$ cat config.mk
export PLATFORM = sky130hd
export DESIGN_NAME = i2c_slave_core
export DESIGN_NICKNAME = d
export VERILOG_FILES = /design/src/rtl/i2c_slave_core.sv
export SDC_FILE = /design/constraint.sdc
export NUM_CORES = 1
export LEC_CHECK = 0
export CAP_MARGIN = 15
export CORE_AREA = 8 8 93 87
export CTS_CLUSTER_DIAMETER = 80
export DETAILED_ROUTE_END_ITERATION = 16
export DIE_AREA = 0 0 101 95
export DONT_BUFFER_PORTS = 1
export GPL_TIMING_DRIVEN = 0
export PLACE_DENSITY = 0.57
export SKIP_CTS_REPAIR_TIMING = 1
export SLEW_MARGIN = 20
export SYNTH_ARGS = -nofsm -noshare
export SYNTH_HDL_FRONTEND = slang
export SYNTH_SLANG_ARGS = --single-unit
$ cat constraint.sdc
create_clock -name clk -period 2.2 [get_ports clk]
set_input_delay 0.55 -clock clk [delete_from_list [all_inputs] [get_ports clk]]
set_output_delay 0.55 -clock clk [all_outputs]
set_load 0.05 [all_outputs]
$ cat src/rtl/i2c_slave_core.sv
// I2C target bit engine: filtered SCL/SDA, START/STOP detect, 7-bit address match, byte receive/transmit with ACK.
// Latency ~FILTER_LEN+3 clk from pad to action; no backpressure, tx_data is sampled on the tx_req cycle.
// Build option I2C_SLAVE_GCALL_EN: also ACK the general-call address 8'h00 as a write.
module i2c_slave_core #(
    parameter logic [6:0] SLAVE_ADDR = 7'h50,
    parameter int         FILTER_LEN = 3
) (
    input  logic       clk,
    input  logic       reset,
    input  logic       scl_in,
    input  logic       sda_in,
    output logic       sda_oe,
    output logic [7:0] rx_data,
    output logic       rx_valid,
    output logic       rx_first,
    input  logic [7:0] tx_data,
    output logic       tx_req,
    output logic       addressed,
    output logic       rw,
    output logic       busy
);

    localparam logic [2:0] ST_IDLE       = 3'd0;
    localparam logic [2:0] ST_ADDR       = 3'd1;
    localparam logic [2:0] ST_ADDR_ACK   = 3'd2;
    localparam logic [2:0] ST_RX_BYTE    = 3'd3;
    localparam logic [2:0] ST_RX_ACK     = 3'd4;
    localparam logic [2:0] ST_TX_BYTE    = 3'd5;
    localparam logic [2:0] ST_TX_ACK_CHK = 3'd6;
    localparam logic [2:0] ST_WAIT_STOP  = 3'd7;

    logic [1:0]            scl_sync, sda_sync;
    logic [FILTER_LEN-1:0] scl_hist, sda_hist;
    logic                  scl_f, sda_f, scl_prev, sda_prev;
    logic                  scl_rise, scl_fall, sda_rise, sda_fall;
    logic                  start_det, stop_det;

    logic [2:0] state;
    logic [2:0] bit_cnt;
    logic [7:0] shift_reg;
    logic [7:0] tx_shift;
    logic [7:0] tx_buf;
    logic       byte_done;
    logic       first_pending;
    logic       ack_ok;
    logic       addr_hit, gcall_hit;

    // Filtered level only moves once the whole sample history agrees.
    always_ff @(posedge clk or negedge reset) begin
        if (!reset) begin
            scl_sync <= 2'b11;
            sda_sync <= 2'b11;
            scl_hist <= '1;
            sda_hist <= '1;
            scl_f    <= 1'b1;
            sda_f    <= 1'b1;
            scl_prev <= 1'b1;
            sda_prev <= 1'b1;
        end else begin
            scl_sync <= {scl_sync[0], scl_in};
            sda_sync <= {sda_sync[0], sda_in};
            scl_hist <= {scl_hist[FILTER_LEN-2:0], scl_sync[1]};
            sda_hist <= {sda_hist[FILTER_LEN-2:0], sda_sync[1]};
            if (&scl_hist)       scl_f <= 1'b1;
            else if (~|scl_hist) scl_f <= 1'b0;
            if (&sda_hist)       sda_f <= 1'b1;
            else if (~|sda_hist) sda_f <= 1'b0;
            scl_prev <= scl_f;
            sda_prev <= sda_f;
        end
    end

    assign scl_rise  = scl_f & ~scl_prev;
    assign scl_fall  = ~scl_f & scl_prev;
    assign sda_rise  = sda_f & ~sda_prev;
    assign sda_fall  = ~sda_f & sda_prev;
    assign start_det = sda_fall & scl_f;
    assign stop_det  = sda_rise & scl_f;

    assign addr_hit = (shift_reg[7:1] == SLAVE_ADDR);
`ifdef I2C_SLAVE_GCALL_EN
    assign gcall_hit = (shift_reg == 8'h00);
`else
    assign gcall_hit = 1'b0;
`endif

    always_ff @(posedge clk or negedge reset) begin
        if (!reset) begin
            state         <= ST_IDLE;
            bit_cnt       <= 3'd0;
            shift_reg     <= 8'h00;
            tx_shift      <= 8'h00;
            tx_buf        <= 8'h00;
            byte_done     <= 1'b0;
            first_pending <= 1'b0;
            ack_ok        <= 1'b0;
            sda_oe        <= 1'b0;
            rx_data       <= 8'h00;
            rx_valid      <= 1'b0;
            rx_first      <= 1'b0;
            tx_req        <= 1'b0;
            addressed     <= 1'b0;
            rw            <= 1'b0;
            busy          <= 1'b0;
        end else begin
            rx_valid <= 1'b0;
            tx_req   <= 1'b0;
            if (tx_req) tx_buf <= tx_data;

            if (start_det) begin
                state         <= ST_ADDR;
                bit_cnt       <= 3'd0;
                byte_done     <= 1'b0;
                ack_ok        <= 1'b0;
                sda_oe        <= 1'b0;
                addressed     <= 1'b0;
                busy          <= 1'b1;
                rx_first      <= 1'b0;
                first_pending <= 1'b1;
            end else if (stop_det) begin
                state     <= ST_IDLE;
                sda_oe    <= 1'b0;
                addressed <= 1'b0;
                busy      <= 1'b0;
            end else begin
                case (state)
                    ST_IDLE: begin
                        sda_oe <= 1'b0;
                    end
                    // Bits are counted on rise, so the SCL fall that completes START is ignored.
                    ST_ADDR: begin
                        if (scl_rise) begin
                            shift_reg <= {shift_reg[6:0], sda_f};
                            bit_cnt   <= bit_cnt + 3'd1;
                            if (bit_cnt == 3'd7) byte_done <= 1'b1;
                        end else if (scl_fall && byte_done) begin
                            byte_done <= 1'b0;
                            if (addr_hit) begin
                                rw     <= shift_reg[0];
                                sda_oe <= 1'b1;
                                tx_req <= shift_reg[0];
                                state  <= ST_ADDR_ACK;
                            end else if (gcall_hit) begin
                                rw     <= 1'b0;
                                sda_oe <= 1'b1;
                                state  <= ST_ADDR_ACK;
                            end else begin
                                sda_oe <= 1'b0;
                                state  <= ST_WAIT_STOP;
                            end
                        end
                    end
                    ST_ADDR_ACK: begin
                        if (scl_fall) begin
                            addressed <= 1'b1;
                            bit_cnt   <= 3'd0;
                            if (rw) begin
                                tx_shift <= tx_buf;
                                sda_oe   <= ~tx_buf[7];
                                state    <= ST_TX_BYTE;
                            end else begin
                                sda_oe <= 1'b0;
                                state  <= ST_RX_BYTE;
                            end
                        end
                    end
                    ST_RX_BYTE: begin
                        if (scl_rise) begin
                            shift_reg <= {shift_reg[6:0], sda_f};
                            bit_cnt   <= bit_cnt + 3'd1;
                            if (bit_cnt == 3'd7) byte_done <= 1'b1;
                        end else if (scl_fall && byte_done) begin
                            byte_done     <= 1'b0;
                            rx_data       <= shift_reg;
                            rx_valid      <= 1'b1;
                            rx_first      <= first_pending;
                            first_pending <= 1'b0;
                            sda_oe        <= 1'b1;
                            state         <= ST_RX_ACK;
                        end
                    end
                    ST_RX_ACK: begin
                        if (scl_fall) begin
                            sda_oe <= 1'b0;
                            state  <= ST_RX_BYTE;
                        end
                    end
                    // Prefetch the next byte while the last bit of this one is on the wire.
                    ST_TX_BYTE: begin
                        if (scl_fall) begin
                            if (bit_cnt == 3'd7) begin
                                bit_cnt <= 3'd0;
                                sda_oe  <= 1'b0;
                                ack_ok  <= 1'b0;
                                state   <= ST_TX_ACK_CHK;
                            end else begin
                                bit_cnt <= bit_cnt + 3'd1;
                                sda_oe  <= ~tx_shift[3'd6 - bit_cnt];
                                if (bit_cnt == 3'd6) tx_req <= 1'b1;
                            end
                        end
                    end
                    ST_TX_ACK_CHK: begin
                        if (scl_rise) begin
                            if (sda_f) state <= ST_WAIT_STOP;
                            else       ack_ok <= 1'b1;
                        end else if (scl_fall && ack_ok) begin
                            ack_ok   <= 1'b0;
                            tx_shift <= tx_buf;
                            sda_oe   <= ~tx_buf[7];
                            state    <= ST_TX_BYTE;
                        end
                    end
                    ST_WAIT_STOP: begin
                        sda_oe <= 1'b0;
                    end
                    default: begin
                        state  <= ST_IDLE;
                        sda_oe <= 1'b0;
                    end
                endcase
            end
        end
    end

endmodule

==> run summary, run 1 <==
required time worst endpoint: 2.41 ns
residual antenna-violating net count after detailed routing: 0
Cell Count Post-Placement: 324
mapped cell area: 0.00283 mm2
row count: 28
startpoint-to-endpoint class of the critical path: reg -> reg
num ports: 27
core region area: 0.00645 mm2
area growth from synthesis to layout: 11.9%
path type of the worst min-delay path: in -> async
final HPWL from detailed placement: 3790 um
number of hold violations in the final report: 0
share of cells above drive strength 1: 31.9%
syn_area_per_cell: 12.1 um2
initial core utilization: 43.8%
fraction of synthesis flops using an asynchronous set or reset pin: 100%
# diodes: 0
number of DRC violations after detailed routing: 0
final setup vio count: 0
number of input and output port buffers inserted: 0
fraction of the yosys area taken by sequential cells: 55.5%
Die Span Y: 95 um
number of buffers inserted during clock tree synthesis: 9
Synth area leader: sky130_fd_sc_hd__dfrtp_1
footprint of the multi-input gates: 0.00117 mm2
number of enable-type register cells in the synthesized netlist: 0
Leakage Power: 0.00149 uW
wire per inst: 16.1 um
Worst Setup Start Kind: flop
Tcrit/Tclk final: 94.8%
critical-path maximum fanout: 7
maximum number of pins on one net before global-route repair: 63
max-slew violation count: 0
Data arrival, critical path: 2.30 ns
areal power density over the cells: 1100 mW/mm2
post-layout instance area: 0.00316 mm2
outcome: completed
# Max-Cap Violations: 0
first-pass GRT wire length: 9040 um
number of register bits inferred by synthesis: 62
commonest cells after routing, fill and taps aside: sky130_fd_sc_hd__dfrtp_1 (47), sky130_fd_sc_hd__mux2_2 (32), sky130_fd_sc_hd__nand2_1 (23)
FF+latch area: 0.00157 mm2
cell types occupying the most area after synthesis: sky130_fd_sc_hd__dfrtp_1 (43%), sky130_fd_sc_hd__dfstp_2 (13%), sky130_fd_sc_hd__mux2_2 (13%)
number of fillers in the final layout: 604
Tmin final: 2.09 ns
Synthesis Warnings: 0
max frequency: 479 MHz
Cell variety after synth: 52
final routed wirelength across all metal layers: 5490 um
syn nets: 250
total placed instance area: 0.00294 mm2
worst slew slack as a fraction of its limit: 60.8%
most frequent standard cell in the layout excluding fill and tap cells: sky130_fd_sc_hd__dfrtp_1
Crit. End Element: flop
drt initial violations: 129
clock edge transition at the registers on the reported setup and hold paths: 0.07 ns
vias in the first global route: 1747
top-area cell type share of the netlist area: 42.5%
clock tree from TritonCTS: yes
number of antenna violations at the first check in global routing: 0
GPL Wtd Cong: 0.845
post-route core utilization: 49.0%
source-to-sink clock delay at the later pin of the worst-skew pair: 0.34 ns
maximum VDD drop: 518 uV
Max clock buf depth: 2
remaining global-route overflow: 0
final net count: 262
post-route setup TNS: 0 ns
via count of the routed design: 1758
root buffer cell: sky130_fd_sc_hd__clkbuf_8
number of non-filler instances in the completed layout: 341
unrepaired setup endpoints after global routing: no
primary flip-flop cell chosen by synthesis mapping: sky130_fd_sc_hd__dfrtp_1
number of standard cells after synthesis: 234
skew final: 0.0108 ns
per-cell via count in the routed design: 5.16
chip width: 101 um
H-Tree Depth: 3
number of search-and-repair iterations in the first detailed-routing pass: 4
total die area: 0.00960 mm2
TritonCTS sink count: 62
measured slew at the worst slew-check pin: 0.588 ns
total global-route track usage: 12.3%
==> where the power goes <==
group / switching [uW] / internal, uW / total (uW)
logic: 531 / 442 / 973
clock network: 420 / 551 / 970
registers: 239 / 1290 / 1530
==> area by class of cell <==
class | count | area share [%]
Clock buffer | 12 | 4.59
Multi-Input combinational cell | 152 | 36.9
Tap cell | 90 | 3.56
Clock inverter | 4 | 1.50
Buffer | 10 | 1.70
Sequential cell | 62 | 49.7
Inverter | 10 | 1.19
Timing Repair Buffer | 1 | 0.871
==> final timing paths <==
kind / from / to / slack, ns / cells after the start
worst max-delay path: bit_cnt[0] / state[0] / 0.11 / 7
min in group clk: sda_in / sda_sync[0] / 0.21 / 0
max in group asynchronous: reset / bit_cnt[0] / 1.92 / 1
worst max register to register: bit_cnt[0] / state[0] / 0.11 / 7
worst min-delay path: reset / sda_hist[2] / 0.05 / 0
worst min register to register: scl_sync[1] / scl_hist[0] / 0.36 / 0
==> logic make-up after synthesis <==
logic type	count (synthesis)	share of synthesized area (%)
adder cells (fa/ha/maj)	5	2.13
multiplexers	38	15.8
AO/OA/AOI/OAI	41	9.74
flip-flops	62	55.5
AND/OR/NAND/NOR	66	12.9
XOR/XNOR	2	0.620
buffers and inverters	20	3.23
==> through the flow <==
| step | setup WS (ns) | total power, uW | hold WS, ns |
|---|---|---|---|
| floorplan | 0.237 | 2280 | 0.254 |
| global placement | 0.0270 | 2490 | 0.257 |
| detailed placement | -0.000138 | 2490 | 0.258 |
| CTS | -0.0185 | 3480 | -0.116 |
| global route | 0.0259 | 3700 | 0.0248 |
| finish | 0.113 | 3480 | 0.0540 |
==> cell usage after synthesis, types with 2 or more instances <==
master	count
sky130_fd_sc_hd__dfrtp_1	48
sky130_fd_sc_hd__mux2_2	32
sky130_fd_sc_hd__nand2_1	23
sky130_fd_sc_hd__dfstp_2	14
sky130_fd_sc_hd__nor2_1	12
sky130_fd_sc_hd__o21ai_0	12
sky130_fd_sc_hd__inv_1	10
sky130_fd_sc_hd__a21oi_1	9
sky130_fd_sc_hd__buf_2	4
sky130_fd_sc_hd__ha_1	4
sky130_fd_sc_hd__nor2b_1	4
sky130_fd_sc_hd__nor3_1	4
sky130_fd_sc_hd__buf_4	3
sky130_fd_sc_hd__clkbuf_1	3
sky130_fd_sc_hd__mux2i_1	3
sky130_fd_sc_hd__nand2b_1	3
sky130_fd_sc_hd__nand3_1	3
sky130_fd_sc_hd__a211oi_1	2
sky130_fd_sc_hd__a21boi_0	2
sky130_fd_sc_hd__and2_1	2
sky130_fd_sc_hd__and2b_1	2
sky130_fd_sc_hd__mux4_2	2
sky130_fd_sc_hd__nand4_1	2
sky130_fd_sc_hd__o21ai_1	2
sky130_fd_sc_hd__o221ai_1	2
==> worst max-delay path: stages, from the launching register on <==
cell and delay (ns):
sky130_fd_sc_hd__dfrtp_2 0.44, sky130_fd_sc_hd__ha_1 0.18, sky130_fd_sc_hd__ha_2 0.23, sky130_fd_sc_hd__nand2b_1 0.07, sky130_fd_sc_hd__and3_1 0.19, sky130_fd_sc_hd__or3_4 0.35
sky130_fd_sc_hd__o21ai_2 0.18, sky130_fd_sc_hd__mux2_1 0.33
==> metal layers <==
metal	track usage (%)	vias to the layer above	wire length, um
li1	-	848	-
met5	0	-	0
met4	4.96	0	77
met3	5.44	8	306
met2	17.2	33	2390
met1	16.3	869	2710
Power figures use the tool's default switching activity.
==> inputs of run 2 (changes only) <==
--- a/config.mk
+++ b/config.mk
@@ -6,10 +6,10 @@
 export NUM_CORES = 1
 export LEC_CHECK = 0
 export CAP_MARGIN = 15
-export CORE_AREA = 8 8 93 87
+export CORE_AREA = 2 2 87 81
 export CTS_CLUSTER_DIAMETER = 80
 export DETAILED_ROUTE_END_ITERATION = 16
-export DIE_AREA = 0 0 101 95
+export DIE_AREA = 0 0 89 83
 export DONT_BUFFER_PORTS = 1
 export GPL_TIMING_DRIVEN = 0
 export PLACE_DENSITY = 0.57
==> run 2 against run 1 <==
  * Flip-flop and latch count stayed put
  * Cell area grew 0.48%
  * Cell count is 0.29% higher
  * Global-route usage up 4.0 points
  * Via count rose by 2.6%
==> run summary, run 2 (synthesis gave the netlist of run 1 again) <==
total internal power: 2300 uW (+0.62%)
required time worst endpoint: 2.42 ns (about the same)
num ports: 27 (unchanged)
maximum VDD drop: 569 uV (+9.7%)
portion of total power attributed to combinational logic: 28.4% (+0.4 points)
skew final: 0.0103 ns (-0.000490 ns)
final setup margin: 0.171 ns (+0.0581 ns)
post-route setup TNS: 0 ns (unchanged)
clock edge transition at the registers on the reported setup and hold paths: 0.07 ns (about the same)
Tmin final: 2.03 ns (-0.0581 ns)
first-pass GRT wire length: 9250 um (+2.4%)
number of hold violations in the final report: 0 (unchanged)
footprint of the multi-input gates: 0.00117 mm2 (unchanged)
total die area: 0.00739 mm2 (-23%)
measured slew at the worst slew-check pin: 0.577 ns (-0.0111 ns)
number of antenna violations at the first check in global routing: 0 (unchanged)
worst slew slack as a fraction of its limit: 61.5% (+0.74 points)
areal power density over the cells: 1110 mW/mm2 (+0.88%)
root buffer cell: sky130_fd_sc_hd__clkbuf_8
per-cell via count in the routed design: 5.27 (+2.3%)
total global-route track usage: 16.3% (+4.0 points)
maximum number of pins on one net before global-route repair: 63 (unchanged)
critical-path maximum fanout: 10 (+3)
row count: 28 (unchanged)
sum of buffers and inverters on the critical path: 1 (+1)
share of power burned in registers: 43.2% (-0.9 points)
GPL Wtd Cong: 0.837 (-0.98%)
CP delay by family, top: simple AND/OR/NAND/NOR gates
Leakage Power: 0.00149 uW (+0.31%)
wire per inst: 15.6 um (-3.0%)
most frequent standard cell in the layout excluding fill and tap cells: sky130_fd_sc_hd__dfrtp_1
max frequency: 493 MHz (+2.9%)
final HPWL from detailed placement: 3610 um (-4.9%)
number of buffers inserted during clock tree synthesis: 9 (unchanged)
drt initial violations: 102 (-21%)
cell chain of the critical path: buf_4 -> and2b_1 -> a211oi_2 -> or3_4 -> o21ai_2 -> mux2_1
outcome: completed
final routed wirelength across all metal layers: 5340 um (-2.7%)
Cell Count Post-Placement: 324 (unchanged)
max-slew violation count: 0 (unchanged)
number of search-and-repair iterations in the first detailed-routing pass: 4 (unchanged)
# diodes: 0 (unchanged)
number of input and output port buffers inserted: 0 (unchanged)
Tcrit/Tclk final: 92.2% (-2.6 points)
pre-CTS setup slack: 0.0195 ns (+0.0196 ns)
path type of the worst min-delay path: in -> async
number of fillers in the final layout: 599 (-0.83%)
commonest cells after routing, fill and taps aside: sky130_fd_sc_hd__dfrtp_1 (47), sky130_fd_sc_hd__mux2_2 (32), sky130_fd_sc_hd__nand2_1 (23)
# Max-Cap Violations: 0 (unchanged)
chip width: 89 um (-12%)
clock network fraction of total power: 28.5% (+0.6 points)
share of cells above drive strength 1: 32.5% (+0.67 points)
final setup vio count: 0 (unchanged)
clock tree from TritonCTS: yes
Worst Setup Start Kind: flop
vias in the first global route: 1842 (+5.4%)
area growth from synthesis to layout: 12.4%
Crit. End Element: flop
via count of the routed design: 1803 (+2.6%)
FF+latch area: 0.00157 mm2 (unchanged)
CP max-delay cell: sky130_fd_sc_hd__dfstp_2
Max clock buf depth: 2 (unchanged)
max incr delay on CP: 0.54 ns (+0.10 ns)
core region area: 0.00645 mm2 (unchanged)
remaining global-route overflow: 0 (unchanged)
TritonCTS sink count: 62 (unchanged)
unrepaired setup endpoints after global routing: no
startpoint-to-endpoint class of the critical path: reg -> reg
initial core utilization: 43.8% (unchanged)
Die Span Y: 83 um (-13%)
final net count: 263 (+0.38%)
number of non-filler instances in the completed layout: 342 (+0.29%)
number of DRC violations after detailed routing: 0 (unchanged)
switching power summed over all nets: 1220 uW (+2.8%)
residual antenna-violating net count after detailed routing: 0 (unchanged)
H-Tree Depth: 3 (unchanged)
source-to-sink clock delay at the later pin of the worst-skew pair: 0.34 ns (about the same)
switching share of power: 34.7% (+0.48 points)
Data arrival, critical path: 2.25 ns (-0.05 ns)
## run 2: changes by cell type in the layout (fill, tap and decap cells not counted), sizes merged
cell | previous run | this run
buf | 8 | 9
clkbuf | 15 | 14
clkinvlp | 1 | 2
inv | 10 | 11
clkinv | 2 | 1
## run 2: per-layer routing
layer / share of wire [%] / vias to the layer above / global-route usage (%) / wire length [um]
li1: - / 852 / - / -
met1: 50 / 909 / 23.8 / 2660
met2: 45 / 37 / 22.8 / 2420
met3: 3.8 / 5 / 6.16 / 202
met4: 1.2 / 0 / 4.88 / 63
met5: 0 / - / 0 / 0
## run 2: worst paths after layout
path                                  start           to  slack, ns  cells after the start
worst max-delay path                  scl_f     state[0]       0.17                      6
worst min-delay path                  reset        sda_f       0.05                      0
worst max register to register        scl_f     state[0]       0.17                      6
worst min register to register  sda_sync[0]  sda_sync[1]       0.36                      0
max in group asynchronous             reset         busy       1.92                      1
min in group clk                     scl_in  scl_sync[0]       0.20                      0
## run 2: final cells by class
class                      instances  area share, %
sequential                        62           49.4
inverter                          10           1.18
clock buffer                      11           4.45
clock inverter                     5           1.85
multi-input combinational        152           36.7
timing repair buffer               2           1.10
buffer                            10           1.69
tap                               90           3.54
## run 2: power groups by stage
stage	registers, uW	logic, uW	clock network [uW]
floorplan	1500	778	0
global placement	1550	936	0
detailed placement	1560	939	0
CTS	1540	948	1030
global route	1550	1130	1100
finish	1520	1000	1000
## run 2: stage by stage
stage	power (uW)	util [%]	hold slack, ns	instance area, um2
finish	3520	49.3	0.0518	3180
global route	3780	49.3	0.0188	3180
CTS	3520	48.7	-0.115	3140
detailed placement	2490	45.6	0.257	2940
global placement	2490	45.6	0.257	2940
floorplan	2280	-	0.254	2830
==> inputs of run 3 (changes only) <==
--- a/config.mk
+++ b/config.mk
@@ -5,6 +5,7 @@
 export SDC_FILE = /design/constraint.sdc
 export NUM_CORES = 1
 export LEC_CHECK = 0
+export ABC_CLOCK_PERIOD_IN_PS = 2200
 export CAP_MARGIN = 15
 export CORE_AREA = 2 2 87 81
 export CTS_CLUSTER_DIAMETER = 80
==> results of run 3 <==
Same layout as run 2: the final DEF is identical, and so are final timing and power.
